**config.mk**
```make
export PLATFORM = sky130hd
export DESIGN_NAME = divu_sequencer_flat
export DESIGN_NICKNAME = d
export VERILOG_FILES = /design/src/rtl/divu_sequencer_if.sv /design/src/rtl/divu_sequencer.sv /design/src/flat_wrapper.sv
export SDC_FILE = /design/constraint.sdc
export NUM_CORES = 1
export LEC_CHECK = 0
export CORE_ASPECT_RATIO = 0.7
export CORE_UTILIZATION = 58
export DETAILED_ROUTE_END_ITERATION = 16
export GPL_ROUTABILITY_DRIVEN = 0
export PLACE_DENSITY = 0.86
export SYNTH_ARGS = -nofsm -noshare
export SYNTH_HDL_FRONTEND = slang
export SYNTH_SLANG_ARGS = --single-unit
```
**constraint.sdc**
```tcl
create_clock -name clk -period 6.9 [get_ports clk]
set_clock_uncertainty 0.1 [all_clocks]
set_input_delay 1.38 -clock clk [delete_from_list [all_inputs] [get_ports clk]]
set_output_delay 1.38 -clock clk [all_outputs]
set_load 0.02 [all_outputs]
```
**src/rtl/divu_sequencer_if.sv**
```systemverilog
// Handshake bundle between the EX/ID pipeline control and the DIVU sequencer.
// master = pipeline side, slave = divider side.
interface divu_sequencer_if #(
  parameter int WIDTH = 32
);
  logic             div_start;
  logic             kill;
  logic [WIDTH-1:0] dividend;
  logic [WIDTH-1:0] divisor;
  logic             id_mfhilo;
  logic             id_div;
  logic [WIDTH-1:0] hi;
  logic [WIDTH-1:0] lo;
  logic             busy;
  logic             done;
  logic             div_by_zero;
  logic             stall;

  modport master (
    output div_start, kill, dividend, divisor, id_mfhilo, id_div,
    input  hi, lo, busy, done, div_by_zero, stall
  );

  modport slave (
    input  div_start, kill, dividend, divisor, id_mfhilo, id_div,
    output hi, lo, busy, done, div_by_zero, stall
  );
endinterface

```
**src/rtl/divu_sequencer.sv**
```systemverilog
// Multi-cycle restoring unsigned divider owning HI/LO, with the ID-stage interlock stall.
// Optional macro DIVU_EARLY_OUT_EN: skip RUN when divisor==0 or dividend<divisor.
//
// state | meaning
// IDLE  | waiting for an unkilled div_start
// RUN   | one shift-subtract step per cycle, WIDTH steps
// DONE  | done pulse; HI/LO written at the closing edge
module divu_sequencer #(
  parameter int WIDTH = 32,
  parameter int CNT_W = 6
) (
  input  logic              clk,
  input  logic              rst,
  divu_sequencer_if.slave   bus
);

  typedef enum logic [1:0] {IDLE, RUN, DONE} state_t;

  state_t             state, state_nxt;
  logic [WIDTH-1:0]   rem, quot, dvsr;
  logic [CNT_W-1:0]   cnt;
  logic [WIDTH-1:0]   hi_q, lo_q;
  logic               accept, early;
  logic [WIDTH:0]     t_hi;
  logic               ge;
  logic [WIDTH-1:0]   rem_sub;

  assign accept = bus.div_start && !bus.kill && (state == IDLE);

`ifdef DIVU_EARLY_OUT_EN
  assign early = (bus.divisor == '0) || (bus.dividend < bus.divisor);
`else
  assign early = 1'b0;
`endif

  // Partial remainder is WIDTH+1 bits after the shift; since rem < dvsr the
  // difference always fits in WIDTH bits, so a WIDTH-bit subtract suffices.
  assign t_hi    = {rem, quot[WIDTH-1]};
  assign ge      = t_hi >= {1'b0, dvsr};
  assign rem_sub = t_hi[WIDTH-1:0] - dvsr;

  always_ff @(posedge clk) begin
    if (rst) state <= IDLE;
    else     state <= state_nxt;
  end

  always_comb begin
    state_nxt = state;
    case (state)
      IDLE:    if (accept) state_nxt = early ? DONE : RUN;
      RUN:     if (cnt == CNT_W'(1)) state_nxt = DONE;
      DONE:    state_nxt = IDLE;
      default: state_nxt = IDLE;
    endcase
  end

  always_comb begin
    bus.busy        = (state != IDLE);
    bus.done        = (state == DONE);
    bus.div_by_zero = (state == DONE) && (dvsr == '0);
    bus.stall       = (accept || state == RUN) && (bus.id_mfhilo || bus.id_div);
  end

  always_ff @(posedge clk) begin
    if (rst) begin
      rem  <= '0;
      quot <= '0;
      dvsr <= '0;
      cnt  <= '0;
      hi_q <= '0;
      lo_q <= '0;
    end else begin
      case (state)
        IDLE: if (accept) begin
          dvsr <= bus.divisor;
          if (early) begin
            rem  <= bus.dividend;
            quot <= (bus.divisor == '0) ? '1 : '0;
            cnt  <= '0;
          end else begin
            rem  <= '0;
            quot <= bus.dividend;
            cnt  <= CNT_W'(WIDTH);
          end
        end
        RUN: begin
          rem  <= ge ? rem_sub : t_hi[WIDTH-1:0];
          quot <= {quot[WIDTH-2:0], ge};
          cnt  <= cnt - 1'b1;
        end
        DONE: begin
          hi_q <= rem;
          lo_q <= quot;
        end
        default: ;
      endcase
    end
  end

  assign bus.hi = hi_q;
  assign bus.lo = lo_q;

endmodule

```
**src/flat_wrapper.sv**
```systemverilog
// flat-port wrapper written by rule: the top's interface ports become plain ports
module divu_sequencer_flat 
#(
  parameter int WIDTH = 32,
  parameter int CNT_W = 6
)
  (clk, rst, bus_div_start, bus_kill, bus_dividend, bus_divisor, bus_id_mfhilo, bus_id_div, bus_hi, bus_lo, bus_busy, bus_done, bus_div_by_zero, bus_stall);
  divu_sequencer_if #(.WIDTH(WIDTH)) bus_i ();
  input  logic clk;
  input  logic rst;
  input wire logic [$bits(bus_i.div_start)-1:0] bus_div_start;
  input wire logic [$bits(bus_i.kill)-1:0] bus_kill;
  input wire logic [$bits(bus_i.dividend)-1:0] bus_dividend;
  input wire logic [$bits(bus_i.divisor)-1:0] bus_divisor;
  input wire logic [$bits(bus_i.id_mfhilo)-1:0] bus_id_mfhilo;
  input wire logic [$bits(bus_i.id_div)-1:0] bus_id_div;
  output wire logic [$bits(bus_i.hi)-1:0] bus_hi;
  output wire logic [$bits(bus_i.lo)-1:0] bus_lo;
  output wire logic [$bits(bus_i.busy)-1:0] bus_busy;
  output wire logic [$bits(bus_i.done)-1:0] bus_done;
  output wire logic [$bits(bus_i.div_by_zero)-1:0] bus_div_by_zero;
  output wire logic [$bits(bus_i.stall)-1:0] bus_stall;
  assign bus_i.div_start = bus_div_start;
  assign bus_i.kill = bus_kill;
  assign bus_i.dividend = bus_dividend;
  assign bus_i.divisor = bus_divisor;
  assign bus_i.id_mfhilo = bus_id_mfhilo;
  assign bus_i.id_div = bus_id_div;
  assign bus_hi = bus_i.hi;
  assign bus_lo = bus_i.lo;
  assign bus_busy = bus_i.busy;
  assign bus_done = bus_i.done;
  assign bus_div_by_zero = bus_i.div_by_zero;
  assign bus_stall = bus_i.stall;
  divu_sequencer #(.WIDTH(WIDTH), .CNT_W(CNT_W)) u_core (.clk(clk), .rst(rst), .bus(bus_i));
endmodule
```
==> results.cfg, run 1 <==
[clock_tree]
cts_post_setup_buffers_inserted = 0
cts.htree.levels = 4
clk_transition_reported_paths_ns = 0.07
cts_made_buffers = 17
tritoncts_clock_tree = built
cts.path.max_buffers = 2
total_of_cells_resized_after_clock_tree_synthesis = 0
cell_at_the_root_of_the_clock_tree = sky130_fd_sc_hd__clkbuf_16
cts.hold.buffers_added = 0
worst_skew_pair.late_latency_ns = 0.43
clock_sinks = 168

[timing]
rsz0062_at_grt = false
finalCritPeriodShare_pct = 66.9
setup-tns-final_ns = 0
final.min_clock_period_ns = 4.62
finalHoldViolCount = 0
worstMarginPinSlew_ns = 1.04
fmax_ghz = 0.217
setup-violations-final = 0
slew_violations = 0
maxSlewHeadroom_pct = 30.9

[power]
pwr_density_cell_nw_per_um2 = 402
post_route_total_power_uw = 4100
static-leakage-power_uw = 0.00383
vdd_ir_max_mv = 0.269

[synth]
synth_cell_type_count = 59
synth_cells = 1053
synthDominantAreaCellType = sky130_fd_sc_hd__dfxtp_1
syn_area_per_cell_um2 = 7.74
share_of_yosys_cell_area_claimed_by_the_top_area_cell_type_pct = 41.3
synth_warnings = 0
ffs_w_async_s_r_synth_pct = 0
synth_fp_nets = 1158
synth.ff_latch_count = 168
seq_area_frac_synth_pct = 41.3
ys_top_cells_by_area = sky130_fd_sc_hd__dfxtp_1, sky130_fd_sc_hd__nand2_1, sky130_fd_sc_hd__a21oi_1
synthFlopType = sky130_fd_sc_hd__dfxtp_1
syn-cell-area_um2 = 8150
synth_edf_count = 0

[run_status]
outcome = completed

[drt]
wirelength_met1_um = 10400
drc_errors = 0
wl_met2_um = 9600
num_vias = 7900
avgViaCountPerCell = 5.86
routed_wirelength_um = 21900
highest-signal-layer = met4
detail_route.wl_per_cell_um = 16.2
first_pass_iters = 6
routed-wl-met3_um = 1550
postRouteAntennaNets = 0
drt_iter0_markers = 714

[global_routing]
total_global_routing_track_utilization_pct = 30.3
grt_start_max_net_pins = 106
antenna_found_initial = 0
grt_pass1_wl_um = 34900
via_count_of_the_first_global_routing_pass = 7047
globalRouteOverflowTotal = 0

[die]
initial_standard_cell_utilization_of_the_core_pct = 60.6
die_x_um = 144
pin_count = 138
design.die.area_um2 = 14500
die-height_um = 101
core_region_area_um2 = 13400
num_rows = 35

[worst_setup_path]
worst-path-buf-inv = 3
cp_slowest_stage_delay_ns = 0.60
timing.setup.critical_path_class = primary input to output pin
cp_slowest_cell = sky130_fd_sc_hd__clkdlybuf4s50_1
timing.critical_path.to_type = output pin
timing.critical_path.fanout_max = 34
critical-path-top-delay-family = buffers and inverters
worstPathCellList = clkdlybuf4s50_1, nor3b_2, nor2_2, buf_4, nor2_1, clkdlybuf4s50_1
cp.required_ns = 5.42
number_of_cell_instances_on_the_worst_register_to_register_path = 11
crit_path_start_kind = primary input
critical_path_arrival_ns = 3.14
timing.critical_path.mode_cell = sky130_fd_sc_hd__clkdlybuf4s50_1
crit_cells = 6

[final_layout]
insertedDiodeCount = 0
final_core_density_pct = 75.8
stdcell_area_um2 = 10200
layout.cells.most_common_list = sky130_fd_sc_hd__nand2_1, sky130_fd_sc_hd__a21oi_1, sky130_fd_sc_hd__dfxtp_1
nets = 1256
syn2layout_area_growth_pct = 25.2
drive_gt1_share_pct = 4.81
layout_commonest_cell = sky130_fd_sc_hd__nand2_1

[place]
place_hpwl_um = 14300
io_buf_count = 137
postPlaceCellArea_um2 = 9580

[min_path]
hold_depth = 2
holdCritPathClass = register to register

[job]
drv_cap = 0
[Yosys cell counts, drive strengths merged, types with 2 or more instances]
| library cell | n |
|---|---|
| nand2 | 280 |
| a21oi | 170 |
| dfxtp | 168 |
| clkbuf | 53 |
| o21ai | 50 |
| inv | 41 |
| ha | 34 |
| a22oi | 33 |
| mux2i | 23 |
| nor2 | 23 |
| buf | 14 |
| xnor2 | 14 |
| a21o | 13 |
| nand3 | 13 |
| nor4 | 11 |
| xor2 | 11 |
| nor2b | 9 |
| nor3 | 8 |
| a32oi | 7 |
| and2 | 7 |
| nand4 | 7 |
| and3 | 5 |
| nand2b | 5 |
| a31oi | 4 |
| nor3b | 4 |
| o21a | 4 |
| or3 | 4 |
| a211oi | 3 |
| o211ai | 3 |
| o21bai | 3 |
| or2 | 3 |
| a2111oi | 2 |
| a41o | 2 |
| mux2 | 2 |
| o221ai | 2 |
| or4 | 2 |
[area by class of cell]
type,instances,area [um^2]
Tap cell,185,231
Inverter,41,154
Timing Repair Buffer,146,1440
Fill cell,1020,3250
Clock inverter,15,195
Multi-Input combinational cell,777,4390
Clock buffer,17,425
Sequential cell,168,3360
[path summary, 6_finish.rpt]
| path | to | startpoint | slack (ns) |
|---|---|---|---|
| setup / recovery | bus_stall | bus_kill | 2.28 |
| hold / removal | u_core.bus.hi[11]$_SDFFE_PP0P_ | u_core.bus.hi[11]$_SDFFE_PP0P_ | 0.35 |
| setup reg to reg | u_core.rem[29]$_SDFFE_PP0P_ | u_core.dvsr[16]$_SDFFE_PP0P_ | 3.08 |
| hold reg to reg | u_core.bus.hi[11]$_SDFFE_PP0P_ | u_core.bus.hi[11]$_SDFFE_PP0P_ | 0.35 |
[sequential cells by signal, summed over array words and instances (netlist names)]
name and flops:
u_core.bus.hi 32, u_core.bus.lo 32, u_core.cnt 6, u_core.dvsr 32
u_core.quot 32, u_core.rem 32, u_core.state 2
[metrics by stage]
step | std cells | hold WS, ns | setup WS [ns]
3_5_place_dp | 1317 | 0.346 | 2.32
2_1_floorplan | 1053 | 0.336 | 3.02
6_report | 1349 | 0.353 | 2.28
4_1_cts | 1349 | 0.356 | 2.31
3_3_place_gp | 1317 | 0.342 | 2.33
5_1_grt | 1349 | 0.375 | 2.21
[layer usage]
metal / up-vias / GRT usage (%)
met1: 3664 / 43.1
met4: 0 / 11.2
met3: 34 / 4.82
met5: - / 0
li1: 3837 / -
met2: 365 / 46.5
[where the power goes]
group	internal (uW)	leakage (uW)	switching [uW]
Sequential	1040	0.00136	72.4
Combinational	857	0.00217	1140
Clock	528	0.000304	462
Total	2420	0.00383	1680
[tightest hold or removal path, stage by stage (launching register included)]
cell and delay [ns]:
sky130_fd_sc_hd__dfxtp_1 0.31, sky130_fd_sc_hd__nand2_1 0.05, sky130_fd_sc_hd__a21oi_1 0.05
[cells by family after synthesis]
| family | synth area share, % |
|---|---|
| compound gates | 22.1 |
| xor+xnor | 2.69 |
| fa+ha+maj | 5.47 |
| buf+inv | 5.21 |
| flops | 41.3 |
| mux | 3.10 |
| simple gates | 20.1 |
Power figures use the tool's default switching activity.
==> run 2, diff against run 1 <==
--- a/config.mk
+++ b/config.mk
@@ -6,10 +6,10 @@
 export NUM_CORES = 1
 export LEC_CHECK = 0
 export CORE_ASPECT_RATIO = 0.7
-export CORE_UTILIZATION = 58
+export CORE_UTILIZATION = 48
 export DETAILED_ROUTE_END_ITERATION = 16
 export GPL_ROUTABILITY_DRIVEN = 0
-export PLACE_DENSITY = 0.86
+export PLACE_DENSITY = 0.76
 export SYNTH_ARGS = -nofsm -noshare
 export SYNTH_HDL_FRONTEND = slang
 export SYNTH_SLANG_ARGS = --single-unit
==> constraint.sdc (replaced) <==
create_clock -name clk -period 4.22 [get_ports clk]
set_clock_uncertainty 0.1 [all_clocks]
set_input_delay 0.844 -clock clk [delete_from_list [all_inputs] [get_ports clk]]
set_output_delay 0.844 -clock clk [all_outputs]
set_load 0.02 [all_outputs]
==> results.cfg, run 2 (synthesis gave the netlist of run 1 again) <==
[power]
static-leakage-power_uw = 0.00382
clock_power_share_pct = 23.8
p_int_uw = 3970
power_switching_share_pct = 40.0
vdd_ir_max_mv = 0.439
combPwrFrac_pct = 48.7
pwr_density_cell_nw_per_um2 = 647
power_frac_seq_pct = 27.5
power_switching_uw = 2650

[worst_setup_path]
critical_path_arrival_ns = 2.55
timing.critical_path.mode_cell = sky130_fd_sc_hd__nor4_1
cp_slowest_cell = sky130_fd_sc_hd__clkdlybuf4s50_1
number_of_cell_instances_on_the_worst_register_to_register_path = 11
reg_to_reg_end = u_core.rem[22]$_SDFFE_PP0P_
timing.critical_path.to_type = output pin
crit_path_start_kind = register
timing.setup.critical_path_class = register to output pin
crit-reg2reg-launch = u_core.dvsr[16]$_SDFFE_PP0P_
timing.critical_path.fanout_max = 3
worstPathCellList = nor4_1, nand4_1, nor4_1, clkdlybuf4s50_1
cp_slowest_stage_delay_ns = 0.68
cp.required_ns = 3.28
r2r_setup_slack_ns = 0.82

[drt]
drt_iter0_markers = 685
first_pass_iters = 5
avgViaCountPerCell = 5.53
drc_errors = 0
routed_wirelength_um = 21500
postRouteAntennaNets = 0
num_vias = 7675
detail_route.wl_per_cell_um = 15.5

[clock_tree]
clk_transition_reported_paths_ns = 0.07
cts.hold.buffers_added = 0
cts_post_setup_buffers_inserted = 0
cts_made_buffers = 17
clock_sinks = 168
cts.path.max_buffers = 2
cts.htree.levels = 4
worst_skew_pair.late_latency_ns = 0.44
cell_at_the_root_of_the_clock_tree = sky130_fd_sc_hd__clkbuf_16
tritoncts_clock_tree = built
total_of_cells_resized_after_clock_tree_synthesis = 0

[min_path]
holdCritPathClass = register to register
hold_depth = 2
min_to = u_core.bus.lo[27]$_SDFFE_PP0P_
worstHoldStart = u_core.bus.lo[27]$_SDFFE_PP0P_

[timing]
rsz0062_at_grt = false
setup-tns-final_ns = 0
worstMarginPinSlew_ns = 0.842
fmax_ghz = 0.286
slew_violations = 0
maxSlewHeadroom_pct = 43.9
setup-violations-final = 0
final.min_clock_period_ns = 3.49
finalCritPeriodShare_pct = 82.7
finalHoldViolCount = 0

[place]
place_hpwl_um = 14600
io_buf_count = 137
postPlaceCellArea_um2 = 9640
post-place-cells = 1357

[run_status]
outcome = completed

[final_layout]
layout.cells.most_common_list = sky130_fd_sc_hd__nand2_1, sky130_fd_sc_hd__a21oi_1, sky130_fd_sc_hd__dfxtp_1
layout_commonest_cell = sky130_fd_sc_hd__nand2_1
stdcell_count = 1389
drive_gt1_share_pct = 4.81
final_core_density_pct = 62.2
insertedDiodeCount = 0
nets = 1256
syn2layout_area_growth_pct = 25.6
stdcell_area_um2 = 10200
filler_cell_count = 1490

[global_routing]
grt_pass1_wl_um = 35100
grt_start_max_net_pins = 82
antenna_found_initial = 0
via_count_of_the_first_global_routing_pass = 6830
total_global_routing_track_utilization_pct = 25.3
globalRouteOverflowTotal = 0

[job]
drv_cap = 0

[die]
die_x_um = 158
pin_count = 138
num_rows = 39
core_region_area_um2 = 16400
die-height_um = 111
initial_standard_cell_utilization_of_the_core_pct = 49.5
design.die.area_um2 = 17500
## run 2: power groups by stage
stage               Combinational (uW)  Sequential [uW]  Clock (uW)
global route                      3550             1830        1670
CTS                               3180             1810        1600
detailed placement                3150             1850           0
global placement                  3130             1850           0
floorplan                         2530             1810           0
finish                            3230             1820        1580
## run 2: metal layers
layer / share of wire, % / vias up / GRT usage [%]
met5: 0 / - / 0
met4: 1.1 / 0 / 7.31
met3: 6.7 / 26 / 5.28
met2: 41 / 275 / 35.4
met1: 51 / 3550 / 38.3
li1: - / 3824 / -
## run 2: how the worst max path moves through the flow
stage,to,depth (start not counted),startpoint
finish,bus_div_by_zero,4,u_core.dvsr[31]$_SDFFE_PP0P_
global route,u_core.rem[6]$_SDFFE_PP0P_,11,u_core.dvsr[16]$_SDFFE_PP0P_
CTS,bus_div_by_zero,4,u_core.dvsr[31]$_SDFFE_PP0P_
detailed placement,u_core.rem[6]$_SDFFE_PP0P_,11,u_core.dvsr[16]$_SDFFE_PP0P_
global placement,bus_stall,5,bus_div_start
floorplan,u_core.rem[10]$_SDFFE_PP0P_,14,u_core.dvsr[16]$_SDFFE_PP0P_
## run 2: metrics by stage
stage | hold WS [ns] | total power [uW] | setup slack [ns]
4_1_cts | 0.355 | 6600 | 0.709
3_5_place_dp | 0.346 | 5000 | 0.880
2_1_floorplan | 0.336 | 4340 | 1.41
6_report | 0.353 | 6620 | 0.729
3_3_place_gp | 0.342 | 4970 | 0.898
5_1_grt | 0.365 | 7060 | 0.586
## run 2: area by class of cell
cell class | instances | area (um^2) | share of cell area (%)
Clock inverter | 15 | 171 | 1.67
Multi-Input combinational cell | 777 | 4390 | 42.9
Sequential cell | 168 | 3360 | 32.9
Tap cell | 225 | 282 | 2.75
Inverter | 41 | 154 | 1.50
Clock buffer | 17 | 425 | 4.16
Timing Repair Buffer | 146 | 1450 | 14.2
## run 2: worst max-delay path: cells and delay by family (launching register included)
| family | cells | cell delay (ns) |
|---|---|---|
| simple gates | 3 | 1.10 |
| buf+inv | 1 | 0.68 |
| flops | 1 | 0.32 |
==> run 3, diff against run 2 <==
--- a/config.mk
+++ b/config.mk
@@ -6,10 +6,10 @@
 export NUM_CORES = 1
 export LEC_CHECK = 0
 export CORE_ASPECT_RATIO = 0.7
-export CORE_UTILIZATION = 48
+export CORE_UTILIZATION = 54
 export DETAILED_ROUTE_END_ITERATION = 16
 export GPL_ROUTABILITY_DRIVEN = 0
-export PLACE_DENSITY = 0.76
+export PLACE_DENSITY = 0.81
 export SYNTH_ARGS = -nofsm -noshare
 export SYNTH_HDL_FRONTEND = slang
 export SYNTH_SLANG_ARGS = --single-unit
==> constraint.sdc (replaced) <==
create_clock -name clk -period 3.5 [get_ports clk]
set_clock_uncertainty 0.1 [all_clocks]
set_input_delay 0.7 -clock clk [delete_from_list [all_inputs] [get_ports clk]]
set_output_delay 0.7 -clock clk [all_outputs]
set_load 0.02 [all_outputs]
==> results.cfg, run 3 (synthesis gave the netlist of run 1 again) <==
[min_path]
min_to = u_core.bus.lo[31]$_SDFFE_PP0P_
worstHoldStart = u_core.bus.lo[31]$_SDFFE_PP0P_
hold_depth = 2
holdCritPathClass = register to register

[power]
vdd_ir_max_mv = 0.572
pwr_density_cell_nw_per_um2 = 794
static-leakage-power_uw = 0.00386

[global_routing]
grt_pass1_wl_um = 36000
via_count_of_the_first_global_routing_pass = 7202
globalRouteOverflowTotal = 0
total_global_routing_track_utilization_pct = 28.6
antenna_found_initial = 0
grt_start_max_net_pins = 92

[clock_tree]
cts.path.max_buffers = 2
clk_transition_reported_paths_ns = 0.07
cell_at_the_root_of_the_clock_tree = sky130_fd_sc_hd__clkbuf_16
worst_skew_pair.late_latency_ns = 0.43
tritoncts_clock_tree = built
cts_made_buffers = 17
cts.hold.buffers_added = 0
clock_sinks = 168
cts.htree.levels = 4

[die]
die-height_um = 105
design.die.area_um2 = 15600
core_region_area_um2 = 14700
die_x_um = 149
initial_standard_cell_utilization_of_the_core_pct = 55.3
num_rows = 37
pin_count = 138

[worst_setup_path]
number_of_cell_instances_on_the_worst_register_to_register_path = 11
crit-reg2reg-launch = u_core.rem[10]$_SDFFE_PP0P_
critical_path_arrival_ns = 2.55
reg_to_reg_end = u_core.rem[25]$_SDFFE_PP0P_
cp.required_ns = 2.70
timing.setup.critical_path_class = register to output pin
cp_slowest_stage_delay_ns = 0.68
crit_path_start_kind = register
timing.critical_path.to_type = output pin
cp_slowest_cell = sky130_fd_sc_hd__clkdlybuf4s50_1
timing.critical_path.fanout_max = 3
r2r_setup_slack_ns = 0.21
worstPathCellList = buf_4, nor4_1, nand4_1, nor4_1, clkdlybuf4s50_1
timing.critical_path.mode_cell = sky130_fd_sc_hd__nor4_1

[final_layout]
layout.cells.most_common_list = sky130_fd_sc_hd__nand2_1, sky130_fd_sc_hd__a21oi_1, sky130_fd_sc_hd__dfxtp_1
drive_gt1_share_pct = 5.80
layout_commonest_cell = sky130_fd_sc_hd__nand2_1
syn2layout_area_growth_pct = 26.3
nets = 1264
stdcell_area_um2 = 10300
insertedDiodeCount = 0

[drt]
routed_wirelength_um = 21800
num_vias = 7745
avgViaCountPerCell = 5.67
first_pass_iters = 7
drt_iter0_markers = 756
detail_route.wl_per_cell_um = 15.9
drc_errors = 0
postRouteAntennaNets = 0

[timing]
finalCritPeriodShare_pct = 95.7
slew_violations = 0
maxSlewHeadroom_pct = 38.0
setup-violations-final = 0
setup-tns-final_ns = 0
rsz0062_at_grt = false
fmax_ghz = 0.299
final.min_clock_period_ns = 3.35
finalHoldViolCount = 0
worstMarginPinSlew_ns = 0.930

[place]
io_buf_count = 137
postPlaceCellArea_um2 = 9660
place_hpwl_um = 14800

[job]
drv_cap = 0

[run_status]
outcome = completed
run 3: cell types whose count changed in the layout (fill, tap and decap cells not counted), sizes merged:
cell      previous run  this run
buf                 10        18
bufinv               1         0
clkinv               3         5
clkinvlp             1         3
inv                 51        48
run 3: power breakdown:
group | total, uW | switching (uW) | internal (uW)
combinational | 4090 | 2250 | 1840
clock | 1890 | 919 | 969
sequential | 2200 | 150 | 2050
total | 8180 | 3320 | 4860
run 3: worst max-delay path by stage:
stage                                  endpoint  cells after the start                         start  slack (ns)
floorplan           u_core.rem[10]$_SDFFE_PP0P_                     14  u_core.dvsr[16]$_SDFFE_PP0P_        0.69
global placement    u_core.rem[22]$_SDFFE_PP0P_                     11  u_core.dvsr[16]$_SDFFE_PP0P_        0.28
detailed placement  u_core.rem[20]$_SDFFE_PP0P_                     11  u_core.dvsr[16]$_SDFFE_PP0P_        0.13
CTS                             bus_div_by_zero                      4  u_core.dvsr[24]$_SDFFE_PP0P_        0.06
global route        u_core.rem[25]$_SDFFE_PP0P_                     11   u_core.rem[10]$_SDFFE_PP0P_        0.01
finish                          bus_div_by_zero                      5   u_core.dvsr[1]$_SDFFE_PP0P_        0.15
run 3: worst max-delay path: cells and delay by family (launching register included):
kind,cells,cell delay [ns]
and+or+nand+nor,3,0.95
buffers and inverters,2,0.84
DFF,1,0.34
run 3: timing repair:
action,CTS,global route
buffers inserted,0,2
endpoints found under the hold margin,0,0
gates resized for setup,0,4
setup endpoints to repair,0,26
run 3: metrics by stage:
stage / instances / hold WS [ns] / utilization [%] / power [uW] / setup slack [ns]
floorplan: 1053 / 0.336 / - / 5230 / 0.692
global placement: 1333 / 0.343 / 65.6 / 6080 / 0.282
detailed placement: 1333 / 0.346 / 65.6 / 6150 / 0.129
CTS: 1365 / 0.356 / 69.7 / 8050 / 0.0639
global route: 1367 / 0.372 / 69.9 / 8670 / 0.0133
finish: 1367 / 0.354 / 69.9 / 8180 / 0.151
run 3: final cells by class:
cell class | instances | area, um^2
multi-input cells | 777 | 4410
fillers | 1214 | 4430
repair buffers | 154 | 1520
clock buffers | 17 | 425
inverters | 41 | 154
clock inverters | 15 | 178
well taps | 195 | 244
flip-flops and latches | 168 | 3360
run 3: routing by layer:
layer / vias up / share of wire (%) / global-route usage (%)
met5: - / 0 / 0
met4: 0 / 1.0 / 7.00
met3: 24 / 7.2 / 5.15
met2: 286 / 43 / 42.7
met1: 3592 / 48 / 42.2
li1: 3843 / - / -
